==> src/rtl/lsu_if.sv <==
// lsu_if: data-bus request/response bundle between the load/store unit and memory.
// Latency: none, wires only.
// Backpressure: the requester holds bus_req and its payload until bus_ack.
interface lsu_if #(
  parameter int XLEN = 32
);
  logic            bus_req;
  logic            bus_we;
  logic [XLEN-1:0] bus_addr;
  logic [XLEN-1:0] bus_wdata;
  logic [3:0]      bus_wstrb;
  logic            bus_ack;
  logic [XLEN-1:0] bus_rdata;

  modport master (
    output bus_req, bus_we, bus_addr, bus_wdata, bus_wstrb,
    input  bus_ack, bus_rdata
  );

  modport slave (
    input  bus_req, bus_we, bus_addr, bus_wdata, bus_wstrb,
    output bus_ack, bus_rdata
  );
endinterface

==> src/rtl/lsu.sv <==
// lsu: load/store unit on the execution unit's memory interface; formats stores, extends loads.
// Latency: zero-wait access retires in its request cycle, rd_data registered 1 posedge later.
// Backpressure: stall held while bus_ack is outstanding; TIMEOUT (0 = off) aborts with a fault pulse.
// Optional: LSU_MISALIGN_TRAP_EN faults misaligned half/word accesses instead of aligning them down.
module lsu #(
  parameter int XLEN    = 32,
  parameter int TIMEOUT = 16
) (
  input  logic            clk,
  input  logic            rst_n,
  input  logic [XLEN-1:0] result,
  input  logic [XLEN-1:0] reg_out,
  input  logic            mm_we,
  input  logic            mm_re,
  input  logic            passthrough,
  input  logic [2:0]      funct3,
  output logic [XLEN-1:0] rd_data,
  output logic            stall,
  output logic            fault,
  lsu_if.master           bus
);

  localparam int CW = (TIMEOUT > 2) ? $clog2(TIMEOUT) : 1;

  typedef enum logic {IDLE, BUSY} state_t;

  state_t          state_q, state_d;
  logic [XLEN-1:0] addr_q, wdata_q;
  logic [3:0]      wstrb_q;
  logic            we_q;
  logic [2:0]      funct3_q;
  logic [CW-1:0]   cnt_q;
  logic            fault_q;

  logic            req_in, misalign_in;
  logic [XLEN-1:0] wdata_in;
  logic [3:0]      wstrb_in;

  logic            req_o, we_o;
  logic [XLEN-1:0] addr_o, wdata_o;
  logic [3:0]      wstrb_o;
  logic            load_done, abort, mis;
  logic [2:0]      ld_f3;
  logic [1:0]      ld_lane;

  assign req_in = mm_re | mm_we;

`ifdef LSU_MISALIGN_TRAP_EN
  // Size decode differs for loads (funct3[2] is the unsigned flag) and stores (only 000/001 are narrow).
  logic is_byte, is_half;
  assign is_byte     = mm_we ? (funct3 == 3'b000) : (funct3[1:0] == 2'b00);
  assign is_half     = mm_we ? (funct3 == 3'b001) : (funct3[1:0] == 2'b01);
  assign misalign_in = (is_half & result[0]) | (~is_byte & ~is_half & (result[1:0] != 2'b00));
`else
  assign misalign_in = 1'b0;
`endif

  // Lane-replicate store data and build byte strobes; loads never write.
  always_comb begin
    wdata_in = reg_out;
    wstrb_in = 4'b1111;
    case (funct3)
      3'b000: begin
        wdata_in = {4{reg_out[7:0]}};
        wstrb_in = 4'b0001 << result[1:0];
      end
      3'b001: begin
        wdata_in = {2{reg_out[15:0]}};
        wstrb_in = result[1] ? 4'b1100 : 4'b0011;
      end
      default: ;
    endcase
    if (!mm_we) wstrb_in = 4'b0000;
  end

  function automatic logic [XLEN-1:0] load_ext(input logic [XLEN-1:0] w,
                                               input logic [2:0] f3,
                                               input logic [1:0] lane);
    logic [7:0]  b;
    logic [15:0] h;
    b = 8'(w >> {lane, 3'b000});
    h = lane[1] ? w[31:16] : w[15:0];
    case (f3)
      3'b000:  load_ext = {{(XLEN-8){b[7]}}, b};
      3'b001:  load_ext = {{(XLEN-16){h[15]}}, h};
      3'b100:  load_ext = {{(XLEN-8){1'b0}}, b};
      3'b101:  load_ext = {{(XLEN-16){1'b0}}, h};
      default: load_ext = w;
    endcase
  endfunction

  // Next state, bus drive and stall: IDLE drives the bus from the inputs, BUSY from the holding registers.
  always_comb begin
    state_d   = state_q;
    stall     = 1'b0;
    req_o     = 1'b0;
    we_o      = mm_we;
    addr_o    = {result[XLEN-1:2], 2'b00};
    wdata_o   = wdata_in;
    wstrb_o   = wstrb_in;
    load_done = 1'b0;
    abort     = 1'b0;
    mis       = 1'b0;
    ld_f3     = funct3;
    ld_lane   = result[1:0];
    case (state_q)
      IDLE: begin
        if (req_in) begin
          if (misalign_in) begin
            mis = 1'b1;
          end else begin
            req_o = 1'b1;
            if (bus.bus_ack) begin
              load_done = ~mm_we;
            end else begin
              stall   = 1'b1;
              state_d = BUSY;
            end
          end
        end
      end
      BUSY: begin
        req_o   = 1'b1;
        we_o    = we_q;
        addr_o  = {addr_q[XLEN-1:2], 2'b00};
        wdata_o = wdata_q;
        wstrb_o = wstrb_q;
        ld_f3   = funct3_q;
        ld_lane = addr_q[1:0];
        if (bus.bus_ack) begin
          load_done = ~we_q;
          state_d   = IDLE;
        end else if ((TIMEOUT != 0) && (cnt_q == CW'(TIMEOUT - 1))) begin
          // Abort cycle: request still visible, execution unit released.
          abort   = 1'b1;
          state_d = IDLE;
        end else begin
          stall = 1'b1;
        end
      end
      default: state_d = IDLE;
    endcase
    if (!rst_n) begin
      req_o = 1'b0;
      stall = 1'b0;
    end
  end

  // State, wait counter, fault pulse and writeback register; rd_data only moves when not stalled.
  always_ff @(posedge clk) begin
    if (!rst_n) begin
      state_q <= IDLE;
      rd_data <= '0;
      fault_q <= 1'b0;
      cnt_q   <= '0;
    end else begin
      state_q <= state_d;
      fault_q <= abort | mis;
      cnt_q   <= (state_q == BUSY && stall) ? cnt_q + 1'b1 : '0;
      if (!stall) begin
        if (abort | mis)     rd_data <= '0;
        else if (passthrough) rd_data <= result;
        else if (load_done)   rd_data <= load_ext(bus.bus_rdata, ld_f3, ld_lane);
        else                  rd_data <= '0;
      end
    end
  end

  // Capture the access while idle so the bus payload stays stable through wait states.
  always_ff @(posedge clk) begin
    if (state_q == IDLE) begin
      addr_q   <= result;
      wdata_q  <= wdata_in;
      wstrb_q  <= wstrb_in;
      we_q     <= mm_we;
      funct3_q <= funct3;
    end
  end

  assign fault         = fault_q & rst_n;
  assign bus.bus_req   = req_o;
  assign bus.bus_we    = we_o;
  assign bus.bus_addr  = addr_o;
  assign bus.bus_wdata = wdata_o;
  assign bus.bus_wstrb = wstrb_o;

endmodule
==> src/flat_wrapper.sv <==
// flat-port wrapper written by rule: the top's interface ports become plain ports
module lsu_flat 
#(
  parameter int XLEN    = 32,
  parameter int TIMEOUT = 16
)
  (clk, rst_n, result, reg_out, mm_we, mm_re, passthrough, funct3, rd_data, stall, fault, bus_bus_req, bus_bus_we, bus_bus_addr, bus_bus_wdata, bus_bus_wstrb, bus_bus_ack, bus_bus_rdata);
  lsu_if #(.XLEN(XLEN)) bus_i ();
  input  logic clk;
  input  logic rst_n;
  input  logic [XLEN-1:0] result;
  input  logic [XLEN-1:0] reg_out;
  input  logic mm_we;
  input  logic mm_re;
  input  logic passthrough;
  input  logic [2:0] funct3;
  output logic [XLEN-1:0] rd_data;
  output logic stall;
  output logic fault;
  output wire logic [$bits(bus_i.bus_req)-1:0] bus_bus_req;
  output wire logic [$bits(bus_i.bus_we)-1:0] bus_bus_we;
  output wire logic [$bits(bus_i.bus_addr)-1:0] bus_bus_addr;
  output wire logic [$bits(bus_i.bus_wdata)-1:0] bus_bus_wdata;
  output wire logic [$bits(bus_i.bus_wstrb)-1:0] bus_bus_wstrb;
  input wire logic [$bits(bus_i.bus_ack)-1:0] bus_bus_ack;
  input wire logic [$bits(bus_i.bus_rdata)-1:0] bus_bus_rdata;
  assign bus_bus_req = bus_i.bus_req;
  assign bus_bus_we = bus_i.bus_we;
  assign bus_bus_addr = bus_i.bus_addr;
  assign bus_bus_wdata = bus_i.bus_wdata;
  assign bus_bus_wstrb = bus_i.bus_wstrb;
  assign bus_i.bus_ack = bus_bus_ack;
  assign bus_i.bus_rdata = bus_bus_rdata;
  lsu #(.XLEN(XLEN), .TIMEOUT(TIMEOUT)) u_core (.clk(clk), .rst_n(rst_n), .result(result), .reg_out(reg_out), .mm_we(mm_we), .mm_re(mm_re), .passthrough(passthrough), .funct3(funct3), .rd_data(rd_data), .stall(stall), .fault(fault), .bus(bus_i));
endmodule
==> config.mk <==
export PLATFORM = sky130hd
export DESIGN_NAME = lsu_flat
export DESIGN_NICKNAME = d
export VERILOG_FILES = /design/src/rtl/lsu_if.sv /design/src/rtl/lsu.sv /design/src/flat_wrapper.sv
export SDC_FILE = /design/constraint.sdc
export NUM_CORES = 1
export LEC_CHECK = 0
export CORE_MARGIN = 1
export CORE_UTILIZATION = 30
export CTS_CLUSTER_DIAMETER = 80
export DETAILED_ROUTE_END_ITERATION = 10
export PLACE_DENSITY = 0.66
export SYNTH_ARGS = -nofsm -noshare
export SYNTH_HDL_FRONTEND = slang
export SYNTH_SLANG_ARGS = --single-unit
==> constraint.sdc <==
create_clock -name clk -period 3.1 [get_ports clk]
set_clock_uncertainty 0.1 [all_clocks]
set_input_delay 0.775 -clock clk [delete_from_list [all_inputs] [get_ports clk]]
set_output_delay 0.775 -clock clk [all_outputs]
set_load 0.01 [all_outputs]
==> summary.txt <==
Fraction of registers with async set/reset - 0
Ratio of cells with drive above 1 in the final layout - 0.155
Max Cap Viol - 0
Syn Area/Cell - 9.84 um^2
Area leader, netlist - dfxtp_1
Vias per Instance - 4.92
Clock Latency Late Sink - 0.35 ns
Die Wd - 132 um
Initial core utilization - 0.307
FF+latch area - 0.00253 mm^2
Multi-input logic area - 0.00238 mm^2
CP startpoint kind - primary input
CTS H-tree depth - 3
CP Capture Type - output pin
Post-synthesis sequential element count - 110
Count leader, synth - nand2_1
Crit path required time - 2.22 ns
Psw - 0.000974 W
Area growth from synthesis to layout - 56.6%
First-pass iteration count of the detailed router - 5
Routed WL per cell - 17.4 um
Switching fraction of total power - 0.270
Worst path slowest cell - dlygate4sd2_1
CTS clk-pin slew, worst paths - 0.07 ns
Post-synth cell types - 43
Main synth FF type - dfxtp_1
Post-route setup TNS - 0 ns
Fill count - 1531
Post-Place Cells - 947
Row cnt - 47
Final hold viol count - 0
Setup violations, final - 0
Clk pwr share - 0.319
Synth top area share - 0.308
Synth cell count leaders - 82 x nand2_1, 78 x dfxtp_1, 67 x o21ai_0
Max incr delay on CP - 0.28 ns
Max clock buf depth - 2
Post-Syn Area - 0.00507 mm^2
Status - finished clean
Final Slew Violations - 0
Seq/Total Area, Yosys - 0.498
Die H - 132 um
Internal Power - 0.00264 W
Synth area leaders - dfxtp_1 31%, edfxtp_1 19%, mux2_2 9.1%
Top-Level Pins - 209
CTS tree - done
GRT overflow - 0
CP Cell Sequence - dlygate4sd2_1 -> nor3_2 -> buf_4 -> buf_4 -> mux2i_2 -> o21ai_1 -> clkdlybuf4s15_1
Leak - 3.12 nW
Vias in the first global route - 4926
Power Density - 456 mW/mm^2
Post-CTS Hold Fix Bufs - 0
Routed via count - 4754
Worst path most repeated cell - buf_4
Clock root buffer - clkbuf_16
CP delay by family, top - buffers and inverters
Finished Layout Cells - 966
Total Routed Length - 16.8 mm
Pin count of the biggest net entering global routing - 37
Max IR drop VDD - 0.000278 V
First-pass GRT wire length - 26.1 mm
Routed Antenna Nets - 0
Crit path DAT - 2.15 ns
Crit Path Class - primary input to output pin
Mapped Cells - 515
Detailed placement HPWL - 12.8 mm
Gr usage total - 0.192
Diode count - 0
Initial antenna violation count - 1
RSZ-0062 raised after global routing - no
Die area - 0.0174 mm^2
Min cycle time layout - 3.03 ns
Core Area - 0.0165 mm^2
Share of total power in sequential cells - 0.453
Net count, final - 847
Fmax achieved - 330 MHz
Worst path bufs/invs - 4
Worst Max-Slew Pin Slew - 0.629 ns
Iteration-0 DRC count of the detailed router - 223
EDFF count, synth - 32
Sinks on Clock Net - 110
Placer congestion estimate - 0.855
Hold WC Path Type - flip-flop to flip-flop
Number of port buffers - 206
Total CTS buffers - 9
DRC Markers - 0
Fin crit share - 0.977
Relative slew slack - 0.578
Gate power share - 0.228
Synth warnings - 0
CP Max Fanout - 3
[sequential cells by signal (all words and copies together) (netlist names), 3 cells and up]
signal / cells
u_core.wdata_q: 32
u_core.addr_q: 32
u_core.rd_data: 32
u_core.cnt_q: 4
u_core.wstrb_q: 4
u_core.funct3_q: 3
[tightest hold or removal path: stages, from the launching register on]
cell	delay, ns
dfxtp_1	0.31
nand2_1	0.05
nand2_1	0.04
[per-stage QoR]
stage / utilization / total power (W) / setup slack, ns / area (um^2) / hold WS [ns]
after global routing: 0.480 / 0.00378 / 0.00222 / 7940 / 0.367
after floorplan: - / 0.00201 / 0.178 / 5070 / 0.318
after CTS: 0.479 / 0.00365 / 0.000802 / 7910 / 0.343
after detailed placement: 0.462 / 0.00251 / -0.388 / 7640 / 0.332
after global placement: 0.462 / 0.00250 / -0.313 / 7640 / 0.326
final: 0.480 / 0.00362 / 0.0713 / 7940 / 0.337
[power groups by stage]
stage | registers [W] | clock network [W] | logic (W)
floorplan | 0.00166 | 0 | 0.000346
global placement | 0.00167 | 0 | 0.000829
detailed placement | 0.00167 | 0 | 0.000841
CTS | 0.00164 | 0.00119 | 0.000821
global route | 0.00165 | 0.00124 | 0.000887
finish | 0.00164 | 0.00115 | 0.000824
[final timing paths]
kind,to,cells after the start,startpoint,slack [ns]
worst max-delay path,bus_bus_wdata[15],7,funct3[1],0.07
worst min-delay path,u_core.rd_data[14],2,u_core.rd_data[14],0.34
worst max register to register,u_core.rd_data[11],7,u_core.state_q,0.64
worst min register to register,u_core.rd_data[14],2,u_core.rd_data[14],0.34
[cell families (layout without fill, tap and decap cells)]
logic type,Yosys count,after routing,share of synthesized area
compound gates,141,141,0.175
simple gates,139,139,0.115
flops,110,110,0.498
mux,78,78,0.167
buf+inv,43,273,0.0383
xor+xnor,2,2,0.00346
fa+ha+maj,1,1,0.00247
other cells,1,2,0.000740
[layout by cell type, fill, tap and decap left out, types with 4 or more instances in the layout]
| cell type | synthesis | routed |
|---|---|---|
| dlygate4sd2_1 | 0 | 28 |
| o21ai_0 | 67 | 57 |
| mux2_2 | 41 | 41 |
| nand2_1 | 82 | 82 |
| mux2i_1 | 35 | 33 |
| inv_1 | 6 | 6 |
| nor2_1 | 37 | 35 |
| a2bb2oi_1 | 7 | 7 |
| buf_12 | 0 | 5 |
| clkbuf_16 | 0 | 10 |
| dfxtp_1 | 78 | 77 |
| a22o_1 | 4 | 4 |
| o21ai_1 | 1 | 11 |
| a31oi_1 | 18 | 18 |
| o221ai_1 | 8 | 8 |
| clkdlybuf4s50_1 | 0 | 173 |
| o22ai_1 | 16 | 16 |
| a22oi_1 | 7 | 7 |
| buf_4 | 4 | 38 |
| o211ai_1 | 7 | 7 |
| edfxtp_1 | 32 | 32 |
[layer usage]
metal,routed length [um],up-vias,track usage
met1,7160,2214,0.231
met3,1240,25,0.0496
li1,-,2329,-
met5,10,-,0
met2,8090,184,0.332
met4,338,2,0.0685
[what timing repair did]
action | 4_1_cts | 5_1_grt
gates resized for setup | 40 | 8
endpoints found under the setup margin | 31 | 8
setup buffers | 2 | 1
pin swaps | 2 | 1
[cell type report]
type,instances,area share
Sequential cell,110,0.318
Timing Repair Buffer,251,0.308
Multi-Input combinational cell,363,0.299
Tap cell,220,0.0347
Clock buffer,10,0.0315
Clock inverter,6,0.00520
Inverter,6,0.00284
Power figures use the tool's default switching activity.
